`src/rtl/dac_frame_ctrl.sv`:
```
// Dual-channel 12-bit serial DAC frame sequencer: one sample pair per handshake,
// two 16-bit MSB-first frames sharing one generated sclk and one frame-sync line.
module dac_frame_ctrl #(
  parameter int unsigned CLK_DIV   = 2,
  parameter int unsigned QUIET_CYC = 4
) (
  input  logic        clk,
  input  logic        rst_n,
  input  logic [11:0] sample_a,
  input  logic [11:0] sample_b,
  input  logic [1:0]  pd_mode,
  input  logic        valid,
  output logic        ready,
  output logic        busy,
  output logic        done,
  output logic        dac_sclk,
  output logic        dac_sync_n,
  output logic        dac_din_a,
  output logic        dac_din_b
);

  localparam int unsigned CNT_W   = 8;
  localparam int unsigned BIT_W   = 4;
  localparam int unsigned FRAME_W = 16;

  localparam logic [CNT_W-1:0] HALF_LAST  = CNT_W'(CLK_DIV - 1);
  localparam logic [CNT_W-1:0] QUIET_LAST = CNT_W'(QUIET_CYC - 1);
  localparam logic [BIT_W-1:0] BIT_LAST   = BIT_W'(FRAME_W - 1);

  typedef enum logic [1:0] {IDLE, SETUP, SHIFT, QUIET} state_t;

  state_t               state_q, state_d;
  logic [FRAME_W-1:0]   sr_a_q, sr_a_d;
  logic [FRAME_W-1:0]   sr_b_q, sr_b_d;
  logic [BIT_W-1:0]     bit_cnt_q, bit_cnt_d;
  logic [CNT_W-1:0]     half_cnt_q, half_cnt_d;
  logic [CNT_W-1:0]     quiet_cnt_q, quiet_cnt_d;
  logic                 sclk_lo_q, sclk_lo_d;
  logic                 ready_d, busy_d, done_d, sclk_d, sync_n_d, din_a_d, din_b_d;
  logic                 framing_d;

  // State, datapath and output registers; outputs hold the decode of the current state.
  always_ff @(posedge clk or negedge rst_n) begin
    if (!rst_n) begin
      state_q     <= IDLE;
      sr_a_q      <= '0;
      sr_b_q      <= '0;
      bit_cnt_q   <= '0;
      half_cnt_q  <= '0;
      quiet_cnt_q <= '0;
      sclk_lo_q   <= 1'b0;
      ready       <= 1'b1;
      busy        <= 1'b0;
      done        <= 1'b0;
      dac_sclk    <= 1'b1;
      dac_sync_n  <= 1'b1;
      dac_din_a   <= 1'b0;
      dac_din_b   <= 1'b0;
    end else begin
      state_q     <= state_d;
      sr_a_q      <= sr_a_d;
      sr_b_q      <= sr_b_d;
      bit_cnt_q   <= bit_cnt_d;
      half_cnt_q  <= half_cnt_d;
      quiet_cnt_q <= quiet_cnt_d;
      sclk_lo_q   <= sclk_lo_d;
      ready       <= ready_d;
      busy        <= busy_d;
      done        <= done_d;
      dac_sclk    <= sclk_d;
      dac_sync_n  <= sync_n_d;
      dac_din_a   <= din_a_d;
      dac_din_b   <= din_b_d;
    end
  end

  // Next-state logic and output decode of the next state.
  always_comb begin
    state_d     = state_q;
    sr_a_d      = sr_a_q;
    sr_b_d      = sr_b_q;
    bit_cnt_d   = bit_cnt_q;
    half_cnt_d  = half_cnt_q;
    quiet_cnt_d = quiet_cnt_q;
    sclk_lo_d   = sclk_lo_q;

    case (state_q)
      IDLE: begin
        if (valid && ready) begin
          state_d    = SETUP;
          sr_a_d     = {2'b00, pd_mode, sample_a};
          sr_b_d     = {2'b00, pd_mode, sample_b};
          bit_cnt_d  = '0;
          half_cnt_d = '0;
          sclk_lo_d  = 1'b0;
        end
      end
      SETUP: begin
        if (half_cnt_q == HALF_LAST) begin
          state_d    = SHIFT;
          half_cnt_d = '0;
          sclk_lo_d  = 1'b1;
        end else begin
          half_cnt_d = half_cnt_q + CNT_W'(1);
        end
      end
      SHIFT: begin
        if (half_cnt_q == HALF_LAST) begin
          half_cnt_d = '0;
          if (sclk_lo_q) begin
            // sclk rises: advance both lines so din only moves on the rising edge
            sclk_lo_d = 1'b0;
            sr_a_d    = {sr_a_q[FRAME_W-2:0], 1'b0};
            sr_b_d    = {sr_b_q[FRAME_W-2:0], 1'b0};
          end else if (bit_cnt_q == BIT_LAST) begin
            state_d     = QUIET;
            quiet_cnt_d = '0;
          end else begin
            bit_cnt_d = bit_cnt_q + BIT_W'(1);
            sclk_lo_d = 1'b1;
          end
        end else begin
          half_cnt_d = half_cnt_q + CNT_W'(1);
        end
      end
      QUIET: begin
        if (quiet_cnt_q == QUIET_LAST) begin
          state_d = IDLE;
        end else begin
          quiet_cnt_d = quiet_cnt_q + CNT_W'(1);
        end
      end
      default: state_d = IDLE;
    endcase

    framing_d = (state_d == SETUP) || (state_d == SHIFT);
    ready_d   = (state_d == IDLE);
    busy_d    = (state_d != IDLE);
    done_d    = (state_d == QUIET) && (state_q != QUIET);
    sclk_d    = !((state_d == SHIFT) && sclk_lo_d);
    sync_n_d  = !framing_d;
    din_a_d   = framing_d && sr_a_d[FRAME_W-1];
    din_b_d   = framing_d && sr_b_d[FRAME_W-1];
  end

endmodule

```
`config.mk`:
```
export PLATFORM = sky130hd
export DESIGN_NAME = dac_frame_ctrl
export DESIGN_NICKNAME = d
export VERILOG_FILES = /design/src/rtl/dac_frame_ctrl.sv
export SDC_FILE = /design/constraint.sdc
export NUM_CORES = 1
export LEC_CHECK = 0
export ABC_CLOCK_PERIOD_IN_PS = 3820
export CAP_MARGIN = 40
export CORE_MARGIN = 2
export CORE_UTILIZATION = 55
export DETAILED_ROUTE_END_ITERATION = 16
export PLACE_DENSITY = 0.78
export SYNTH_ARGS = -nofsm -noshare
export SYNTH_HDL_FRONTEND = slang
export SYNTH_SLANG_ARGS = --single-unit
export TNS_END_PERCENT = 50
```
`constraint.sdc`:
```
create_clock -name clk -period 3.82 [get_ports clk]
set_clock_uncertainty 0.05 [all_clocks]
set_input_delay 0.382 -clock clk [delete_from_list [all_inputs] [get_ports clk]]
set_output_delay 0.382 -clock clk [all_outputs]
set_load 0.005 [all_outputs]
```
==> out/results.ini <==
[final_layout]
diodes=0
drive_gt1_frac=0.1691
fin_cells=409
layout_common_cells=dfrtp_1 (59), clkdlybuf4s50_1 (34), a22o_1 (27)
final_core_util=0.6888
area_delta_synth_final_pct=19.47
fin_area_sq_mm=0.003862
nNetsFinal=371
final_common_cell=dfrtp_1

[floorplan]
initial_core_util=0.5765
die_w_um=80.67
ioPinCount=36
die_h_um=80.67
core_area_sq_mm=0.005608
row_count=27
die_area_sq_mm=0.006508

[power]
p_int_w=0.001065
cellLeakagePower_nw=1.699
peakVddDrop_uv=203.4
power_frac_seq=0.495
combPwrFrac=0.032
p_clk_frac=0.473
p_per_area_mw_per_mm2=343.3
swShare=0.1966
power_switching_w=0.0002607

[routing]
drc_errors=0
ant_nets=0
firstDrtPassIters=4
vias=2436
wl_per_cell_um=16.37
viasPerCell=5.956
drtIter0Drc=206
wl_um=6697

[sta]
setup_viol=0
clock.fmax_mhz=330.9
setup_tns_ns=0
tightestPinTransition_ns=0.8019
hold_violations=0
rsz0062_at_grt=no
timing.final.crit_share=0.7910
slew_viol_final=0
fin_crit_ns=3.022
slew_headroom=0.4584

[synth]
post-synth-top-area-cell=dfrtp_1
synth_cell_types=51
syn_nets=335
synth_seq_cells=62
yosysWarningCount=0
synth_area_sq_mm=0.003233
yosys_most_used_dff=dfrtp_1
synth_area_leaders=dfrtp_1 (46%), mux2_2 (8.4%), a22o_1 (7.3%)
seq_area_frac_synth=0.4810
synth_edf_count=0
async_flop_share=1.000
synthCells=296
syn_area_per_cell_sq_um=10.92
yosys.area.top_type_share=0.4567

[clock_tree]
htreeDepth=3
clk_pin_slew_ns=0.07
cts_max_path_buffers=2
hold_buffers=0
cts_resized=0
cts_tree=yes
ctsRootBufferMaster=clkbuf_8
numCtsBuffers=9
insertion_delay_ns=0.33
clkSinkCount=62
cts_setup_buffers=0

[critical_path]
critPathCaptureType=register
critPathMaxFanout=19
worst_ep_arrival_time_ns=3.19
required_ns=3.99
start_kind=register
path_class=register to register

[global_route]
gr-total-overflow=0
grtUsageTotal=0.2295
grt_max_degree=38
antenna_found_initial=0
grt_pass1_wl_um=11220
grt_pass1_vias=2324

[placed_design]
numPortBuffers=35
gp_congestion=0.8634
place_area_sq_mm=0.003647
placed_cells=393
place_hpwl_um=4539

[run]
cap_violations=0

[hold_path]
hold_class=input port to asynchronous set/reset pin

[status]
status=complete, no violations

==> area by class of cell <==
cell class                 count  area [sq um]
fill                         440          1745
tap                           72         90.09
timing repair buffer          42         410.4
inverter                      18         67.56
sequential                    62          1555
clock buffer                  12         145.1
multi-input combinational    199          1524
clock inverter                 4         70.07
==> cell usage after synthesis (all sizes together), types with 2 or more instances <==
cell type  count
nand2         19
nor4           4
nand3          7
nor2          10
nor2b          2
ha            10
nor3           6
a31o           2
dfrtp         59
o32ai          2
or3            7
o21ai          9
nand2b         3
and2           3
xnor2          6
or2            2
o22ai          2
o211ai         2
o2bb2ai        2
nor4b          4
a22o          27
inv           18
buf            4
and3           3
a311oi         2
dfstp          3
nand4          4
mux2i          6
o41ai          3
a21oi         12
mux2          26
clkbuf        13
a2111oi        2
==> registers in the layout (all words and copies together) (netlist names) <==
name         cells
dac_sclk         1
done             1
busy             1
state_q          2
half_cnt_q       8
sclk_lo_q        1
sr_a_q          16
sr_b_q          16
quiet_cnt_q      8
dac_sync_n       1
dac_din_b        1
ready            1
bit_cnt_q        4
dac_din_a        1
==> critical path: stages (launching register included) <==
cell     delay (ns)
dfrtp_1        0.42
inv_1          0.07
ha_1           0.14
or4b_1         0.60
or3_1          0.54
a21oi_4        0.50
buf_12         0.23
mux2_2         0.34
==> worst paths after layout <==
kind | end | cells after the start | slack, ns | start
setup / recovery | sr_a_q[1]$_DFFE_PN0P_ | 7 | 0.80 | half_cnt_q[1]$_DFFE_PN0P_
hold / removal | quiet_cnt_q[4]$_DFFE_PN0P_ | 1 | 0.07 | rst_n
setup reg to reg | sr_a_q[1]$_DFFE_PN0P_ | 7 | 0.80 | half_cnt_q[1]$_DFFE_PN0P_
hold reg to reg | sr_a_q[3]$_DFFE_PN0P_ | 1 | 0.46 | sr_a_q[3]$_DFFE_PN0P_
max in group asynchronous | ready$_DFF_PN1_ | 2 | 2.78 | rst_n
min in group clk | sr_a_q[3]$_DFFE_PN0P_ | 1 | 0.46 | sr_a_q[3]$_DFFE_PN0P_
==> power groups by stage <==
| stage | Clock, W | Combinational [W] | Sequential (W) |
|---|---|---|---|
| final | 0.000627 | 0.0000420 | 0.000657 |
| after global routing | 0.000668 | 0.0000467 | 0.000656 |
| after CTS | 0.000641 | 0.0000436 | 0.000657 |
| after detailed placement | 0 | 0.0000437 | 0.000669 |
| after global placement | 0 | 0.0000435 | 0.000669 |
| after floorplan | 0 | 0.0000000216 | 0.000669 |
==> cell families (layout without fill, tap and decap cells) <==
kind of cell / Yosys count / after routing / share of synthesized area
simple gates: 77 / 77 / 0.1285
compound gates: 74 / 74 / 0.1780
flops: 62 / 62 / 0.4810
buf+inv: 35 / 76 / 0.04837
mux: 32 / 32 / 0.1091
fa+ha+maj: 10 / 10 / 0.03870
xor+xnor: 6 / 6 / 0.01625
==> metrics by stage <==
stage / setup slack, ns / hold WS, ns / power, W
final: 0.7983 / 0.07349 / 0.001326
after global routing: 0.6429 / 0.1508 / 0.001371
after CTS: 0.8058 / 0.1024 / 0.001341
after detailed placement: 0.8331 / 0.4316 / 0.0007124
after global placement: 0.8788 / 0.4263 / 0.0007123
after floorplan: 1.274 / 0.03641 / 0.0006690
==> metal layers <==
layer  share of wire  routed length (um)  global-route usage  up-vias
met5               0                   0                   0        -
met4           0.016                 108             0.09153        0
met3           0.053                 358             0.05843       14
met2            0.47                3170              0.3350       79
met1            0.46                3059              0.3274     1174
li1                -                   -                   -     1169
Power figures use the tool's default switching activity.
